[config.mk]
export PLATFORM = sky130hd
export DESIGN_NAME = seq_priority_encoder8
export DESIGN_NICKNAME = d
export VERILOG_FILES = /design/src/rtl/seq_priority_encoder8_pkg.sv /design/src/rtl/seq_priority_encoder8_pick_bit8.sv /design/src/rtl/seq_priority_encoder8.sv
export SDC_FILE = /design/constraint.sdc
export NUM_CORES = 1
export LEC_CHECK = 0
export ABC_AREA = 1
export CAP_MARGIN = 20
export CORE_UTILIZATION = 25
export DETAILED_ROUTE_END_ITERATION = 7
export DONT_BUFFER_PORTS = 1
export SLEW_MARGIN = 10
export SYNTH_ARGS = -nofsm -noshare
export SYNTH_HDL_FRONTEND = slang
export SYNTH_SLANG_ARGS = --single-unit
[constraint.sdc]
create_clock -name clk -period 1.6 [get_ports clk]
set_input_delay 0.08 -clock clk [delete_from_list [all_inputs] [get_ports clk]]
set_output_delay 0.08 -clock clk [all_outputs]
set_load 0.01 [all_outputs]
[src/rtl/seq_priority_encoder8_pkg.sv]
// Shared types and helpers for the sequential 8-to-3 priority encoder.
// onehot_of is the exact inverse of the encoder's index mapping.
package enc_pkg;

   localparam int N  = 8;
   localparam int IW = 3;

   typedef enum logic {
      IDLE = 1'b0,
      SCAN = 1'b1
   } state_e;

   function automatic logic [N-1:0] onehot_of(input logic [IW-1:0] idx);
      logic [N-1:0] r;
      r      = '0;
      r[idx] = 1'b1;
      return r;
   endfunction

endpackage

[src/rtl/seq_priority_encoder8_pick_bit8.sv]
// Combinational find-first-set over an 8-bit vector, either direction.
// idx is 0 for an empty vector; single flags exactly one bit set.
module pick_bit8
   import enc_pkg::*;
(
   input  logic [N-1:0]  vec,
   input  logic          lsb_first,
   output logic [IW-1:0] idx,
   output logic          single
);

   always_comb begin
      idx = '0;
      if (lsb_first) begin
         // Scan downward so the lowest set bit wins.
         for (int i = N - 1; i >= 0; i--) begin
            if (vec[i]) idx = IW'(i);
         end
      end else begin
         for (int i = 0; i < N; i++) begin
            if (vec[i]) idx = IW'(i);
         end
      end
   end

   always_comb begin
      single = (vec != '0) && ((vec & (vec - N'(1))) == '0);
   end

endmodule

[src/rtl/seq_priority_encoder8.sv]
// Sequential 8-to-3 priority encoder: captures a request vector and
// emits one binary index per output transfer, in priority order.
module seq_priority_encoder8
   import enc_pkg::*;
#(
   parameter bit LSB_FIRST = 1'b1
) (
   input  logic          clk,
   input  logic          rst,
   input  logic          in_valid,
   output logic          in_ready,
   input  logic [N-1:0]  in_vec,
   output logic          out_valid,
   input  logic          out_ready,
   output logic [IW-1:0] out_idx,
   output logic          out_last,
   output logic          busy,
   output logic          zero_err
);

   state_e       state_q, state_d;
   logic [N-1:0] pending_q, pending_d;
   logic         zero_err_q, zero_err_d;

   logic [IW-1:0] pick_idx;
   logic          pick_single;

   pick_bit8 u_pick (
      .vec       (pending_q),
      .lsb_first (LSB_FIRST),
      .idx       (pick_idx),
      .single    (pick_single)
   );

   always_comb begin
      state_d    = state_q;
      pending_d  = pending_q;
      zero_err_d = 1'b0;
      unique case (state_q)
         IDLE: begin
            if (in_valid) begin
               if (in_vec != '0) begin
                  pending_d = in_vec;
                  state_d   = SCAN;
               end else begin
                  zero_err_d = 1'b1;
               end
            end
         end
         SCAN: begin
            if (out_ready) begin
               pending_d = pending_q & ~onehot_of(pick_idx);
               if (pick_single) state_d = IDLE;
            end
         end
         default: state_d = IDLE;
      endcase
   end

   always_ff @(posedge clk) begin
      if (rst) begin
         state_q    <= IDLE;
         pending_q  <= '0;
         zero_err_q <= 1'b0;
      end else begin
         state_q    <= state_d;
         pending_q  <= pending_d;
         zero_err_q <= zero_err_d;
      end
   end

   // pending_q is empty whenever IDLE, so idx/last read back as zero there.
   always_comb begin
      in_ready  = (state_q == IDLE);
      out_valid = (state_q == SCAN);
      busy      = (state_q == SCAN);
      out_idx   = pick_idx;
      out_last  = (state_q == SCAN) && pick_single;
      zero_err  = zero_err_q;
   end

endmodule
==> run summary, run 1 <==
slowest library cell on the worst path - dfxtp_1
min Tclk post-route - 1510 ps
die area - 0.00285 sq mm
routability cong. - 0.774
final wirelength - 1690 microns
CP Cell Sequence - nor2_1 > nand3_2 > a21oi_2 > nand3_1 > nor2_2
pre-CTS setup slack - 312 ps
clock buffer depth - 2
GRT Residual Overflow - 0
CP bufs+invs - 0
Net Switching - 268 uW
Final Max Tran Viols - 0
synthesized area - 661 sq um
ys async rst share - 0%
Final period util - 94.3%
area leader, netlist - dfxtp_1
setup slack after layout - 90.4 ps
Die Span X - 53.4 microns
CP top delay family - simple AND/OR/NAND/NOR gates
Sum Neg Setup Slack - 0 ps
Syn Nets - 116
relative slew slack - 76.2%
first-pass GRT wire length - 2660 microns
Clock power frac - 30.6%
critical path fanouts, max - 6
Setup crit start kind - register
Rows - 18
critical path class - register to output port
post-route ant nets - 0
status - finished clean
CTS tree - built
HPWL after DPL - 1240 microns
vias per inst - 5.09
total track usage - 12.8%
top-count cell post-synth - nand2_1
switching portion of total power - 35.2%
Worst-path clk slew - 70 ps
Die Height - 53.4 microns
IO Port Bufs - 0
Post-Synthesis Cells - 104
max_cap viols - 0
vias in the first global route - 636
DRT Pass-1 Iters - 5
Final Skew - 3.99 ps
Post-synth EDFFs - 0
H-tree depth - 1
clock buffer count from CTS - 3
Avg Inst Size Synth - 6.35 sq um
initial antenna violation count - 0
Core Area - 0.00248 sq mm
Ys Warns - 0
Worst Path Required - 1520 ps
DR vias - 707
Worst path max stage delay - 370 ps
final hold vios - 0
Crit. End Element - output port
top cells by area, synth - dfxtp_1, nand2_1, nand3_1
drt wl/cell - 12.2 microns
share of layout cells above drive strength 1 - 22.0%
arrival time worst endpoint - 1430 ps
achievable frequency - 662 MHz
power density over cell area - 969 mW/mm^2
Seq pwr share - 39.0%
static leakage - 0.326 nW
Post-synth top cells - nand2_1, nand3_1, a21oi_1
Clock Sinks - 10
Clock Latency Late Sink - 270 ps
num ports - 20
Seq/Total Area, Yosys - 30.3%
share of the synthesized area in the top cell type - 30.3%
Area Growth Syn to Fin - 18.9%
Diodes inserted - 0
number of distinct library cells after synthesis - 21
fin nets - 122
largest net degree at the start of global routing - 14
Power Internal - 493 uW
Worst Max-Slew Pin Slew - 353 ps
Min-Delay Path Class - primary input to register
total of flip-flops plus latches after synthesis - 10
clk root buf - clkbuf_4
Synth Flop Type - dfxtp_1
initial core utilization - 26.7%
DR DRC count - 0
VDD IR max - 0.589 mV
Logic pwr share - 30.4%
initial drt markers - 21
final setup fails - 0
==> registers in the layout, summed over array words and instances, names as in the netlist <==
| name | cells |
|---|---|
| busy | 1 |
| pending_q | 8 |
| zero_err | 1 |
==> cell type report <==
type,instances,area [sq um]
fillers,271,1690
multi-input cells,83,438
flip-flops and latches,10,203
repair buffers,5,45.0
well taps,30,37.5
clock buffers,4,36.3
inverters,7,26.3
==> cells in the final DEF (no fill, tap or decap) <==
cell,Yosys,final
dlygate4sd3_1,0,3
nor4_1,1,1
a21boi_0,1,1
dfxtp_2,0,2
clkbuf_8,0,1
dfxtp_1,10,8
o21ai_0,6,6
or2_2,1,1
nand2_1,27,25
nor4_2,2,2
a21oi_2,0,2
nor2_1,8,6
buf_4,2,2
inv_2,1,1
nor2_2,1,3
nor2_4,1,1
a21oi_1,13,11
o31ai_1,1,1
nand4_1,1,1
inv_1,6,6
nand3_2,0,2
nand3_1,18,16
nand2_2,1,3
clkbuf_4,0,3
nand2_4,1,1
==> path summary, 6_finish.rpt <==
path	start	endpoint	slack, ps	cells after the start
worst max-delay path	pending_q[5]$_SDFFE_PP0P_	out_last	90	5
worst min-delay path	in_vec[5]	pending_q[5]$_SDFFE_PP0P_	50	4
worst max register to register	pending_q[5]$_SDFFE_PP0P_	busy$_SDFF_PP0_	300	8
worst min register to register	pending_q[0]$_SDFFE_PP0P_	pending_q[0]$_SDFFE_PP0P_	520	2
==> worst register-to-register path: stages, from the launching register on <==
cell     delay [ps]
dfxtp_1         370
nor2_1          240
nand2_1          80
nand3_1          90
nand2_1          80
buf_4           130
nand4_1          60
nand2_1          50
a21oi_1         120
==> through the flow <==
step / total power [mW] / utilization [%] / instances / hold slack [ps] / instance area (sq um)
2_1_floorplan: 0.464 / - / 104 / 242 / 661
3_3_place_gp: 0.497 / 27.5 / 131 / 151 / 682
3_5_place_dp: 0.494 / 27.5 / 131 / 152 / 682
4_1_cts: 0.732 / 30.2 / 138 / 50.7 / 748
5_1_grt: 0.806 / 31.7 / 139 / 81.7 / 786
6_report: 0.761 / 31.7 / 139 / 47.7 / 786
==> what timing repair did <==
item / CTS / global route
endpoints found under the hold margin: 10 / 0
buffers inserted: 0 / 1
hold buffers: 3 / 0
gates resized for setup: 0 / 10
endpoints found under the setup margin: 0 / 1
==> metal layers <==
layer / part of all wire [%] / track usage, %
met5: 0 / 0
met4: 1.6 / 5.26
met3: 6.2 / 2.87
met2: 47 / 20.4
met1: 45 / 16.2
==> power groups by stage <==
stage | Combinational [mW] | Clock (mW) | Sequential (mW)
2_1_floorplan | 0.173 | 0 | 0.291
3_3_place_gp | 0.198 | 0 | 0.299
3_5_place_dp | 0.194 | 0 | 0.300
4_1_cts | 0.204 | 0.234 | 0.294
5_1_grt | 0.262 | 0.245 | 0.300
6_report | 0.231 | 0.233 | 0.297
==> cell families (layout without fill, tap and decap cells) <==
group	count (synthesis)	in the layout	synth area share, %
compound gates	21	21	16.7
flops	10	10	30.3
simple gates	62	62	45.5
buf+inv	11	16	7.57
(Power assumes the default switching activity.)
==> run 2, diff against run 1 <==
==> constraint.sdc (replaced) <==
create_clock -name clk -period 1.6 [get_ports clk]
set_input_delay 0.32 -clock clk [delete_from_list [all_inputs] [get_ports clk]]
set_output_delay 0.32 -clock clk [all_outputs]
set_load 0.01 [all_outputs]
==> run 2 against run 1 <==
Effect of this change:
- the run now ends with negative setup slack left
- final cell count is 0.72% lower
- critical path depth is 1 higher
- total power is 4.8% lower
- cell area is 0.80% higher
- critical path type unchanged
- first-iteration DRC count is 38% lower
- routed wire length is 8.4% higher
- sequential share of layout area is 0.43 points higher
- critical endpoint unchanged
- highest routed layer unchanged
- via count is 2.5% higher
- clock skew is 2.8 ps lower
==> run summary, run 2 (synthesis gave the netlist of run 1 again) <==
static leakage - 0.330 nW (was 0.326 nW)
CTS tree - built (unchanged)
die area - 0.00285 sq mm (unchanged)
DR DRC count - 0 (unchanged)
min Tclk post-route - 1720 ps (was 1510 ps)
post-route cell area - 792 sq um (was 786 sq um)
relative slew slack - 77.5% (was 76.2%)
VDD IR max - 0.655 mV (was 0.589 mV)
GRT Residual Overflow - 0 (unchanged)
setup slack after layout - -121 ps (was 90.4 ps)
initial drt markers - 13 (was 21)
DRT Pass-1 Iters - 4 (was 5)
H-tree depth - 1 (unchanged)
routability cong. - 0.852 (was 0.774)
Final Skew - 1.22 ps (was 3.99 ps)
Worst-path clk slew - 60 ps (was 70 ps)
initial antenna violation count - 0 (unchanged)
critical path fanouts, max - 7 (was 6)
Largest register FFs - 8 (unchanged)
final setup fails - 1 (was 0)
fin nets - 122 (unchanged)
placed cell areas - 682 sq um (unchanged)
post-route ant nets - 0 (unchanged)
Tot Pwr - 724 uW (was 761 uW)
max_cap viols - 0 (unchanged)
commonest non-fill, non-tap cell in the layout - nand2_1 (unchanged)
clock buffer count from CTS - 3 (unchanged)
final hold vios - 0 (unchanged)
Sum Neg Setup Slack - -121 ps (was 0 ps)
IO Port Bufs - 0 (unchanged)
HPWL after DPL - 1280 microns (was 1240 microns)
total track usage - 13.2% (was 12.8%)
initial core utilization - 26.7% (unchanged)
Multi-input gate area - 460 sq um (was 438 sq um)
clk root buf - clkbuf_4 (unchanged)
Area Growth Syn to Fin - 19.9% (was 18.9%)
failing checks - negative setup slack
RSZ-0062 raised after global routing - true
critical path class - register to output port (unchanged)
vias per inst - 5.25 (was 5.09)
final wirelength - 1830 microns (was 1690 microns)
drt wl/cell - 13.3 microns (was 12.2 microns)
pre-CTS setup slack - 116 ps (was 312 ps)
Setup crit start kind - register (unchanged)
achievable frequency - 581 MHz (was 662 MHz)
FF+latch area - 208 sq um (was 203 sq um)
share of layout cells above drive strength 1 - 28.7% (was 22.0%)
clock buffer depth - 2 (unchanged)
Core Area - 0.00248 sq mm (unchanged)
Min-Delay Path Class - primary input to register (unchanged)
Crit. End Element - output port (unchanged)
Diodes inserted - 0 (unchanged)
arrival time worst endpoint - 1400 ps (was 1430 ps)
first-pass GRT wire length - 2710 microns (was 2660 microns)
largest net degree at the start of global routing - 14 (unchanged)
Final period util - 108% (was 94.3%)
Die Height - 53.4 microns (unchanged)
most frequent cells in the layout - nand2_1, nand3_1, a21oi_1 (unchanged)
Biggest register - pending_q (unchanged)
Clock Latency Late Sink - 260 ps (was 270 ps)
Rows - 18 (unchanged)
Worst Max-Slew Pin Slew - 336 ps (was 353 ps)
DR vias - 725 (was 707)
Worst Path Required - 1280 ps (was 1520 ps)
Clock Sinks - 10 (unchanged)
status - finished with violations (was finished clean)
Die Span X - 53.4 microns (unchanged)
Worst Hold Margin - 110 ps (was 47.7 ps)
Final Max Tran Viols - 0 (unchanged)
num ports - 20 (unchanged)
power density over cell area - 915 mW/mm^2 (was 969 mW/mm^2)
fillers - 267 (was 271)
vias in the first global route - 650 (was 636)
==> run 2: where the power goes <==
part           leakage [nW]  internal, mW  switching, mW  total [mW]
Combinational         0.232        0.0941          0.160       0.254
Sequential           0.0839         0.268         0.0306       0.299
Clock                0.0138        0.0869         0.0842       0.171
==> run 2: layout make-up <==
type / count / share of cell area (%)
Timing Repair Buffer: 5 / 4.74
Clock buffer: 3 / 2.84
Inverter: 7 / 3.32
Tap cell: 30 / 4.74
Multi-Input combinational cell: 83 / 58.1
Sequential cell: 10 / 26.2
==> run 2: routing by layer <==
layer,GRT usage (%),vias to the layer above,routed length (microns)
met5,0,-,0
met4,6.58,0,29
met3,2.87,4,117
met2,21.3,36,894
met1,16.1,322,789
li1,-,363,-
==> run 2: path summary, 6_finish.rpt <==
path	slack, ps	end	startpoint	cells after the start
worst max-delay path	-120	out_last	pending_q[0]$_SDFFE_PP0P_	6
worst min-delay path	110	pending_q[0]$_SDFFE_PP0P_	rst	1
worst max register to register	280	busy$_SDFF_PP0_	pending_q[5]$_SDFFE_PP0P_	7
worst min register to register	510	pending_q[1]$_SDFFE_PP0P_	pending_q[1]$_SDFFE_PP0P_	2
==> run 2: repair_timing <==
action,CTS,global route
pin swaps,2,8
resized for setup,8,11
setup buffers,1,3
endpoints found under the setup margin,2,3
hold buffers,0,0
==> run 2: critical path: stages (launching register included) <==
cell and delay, ps:
dfxtp_4 360, nor2_4 200, buf_4 150, nand3_1 110
nand2_2 120, nand3_2 90, nor2_4 110
==> run 2: stage by stage <==
step | utilization (%) | std cells
after floorplan | - | 104
after global placement | 27.5 | 131
after detailed placement | 27.5 | 131
after CTS | 29.5 | 135
after global routing | 32.0 | 138
final | 32.0 | 138
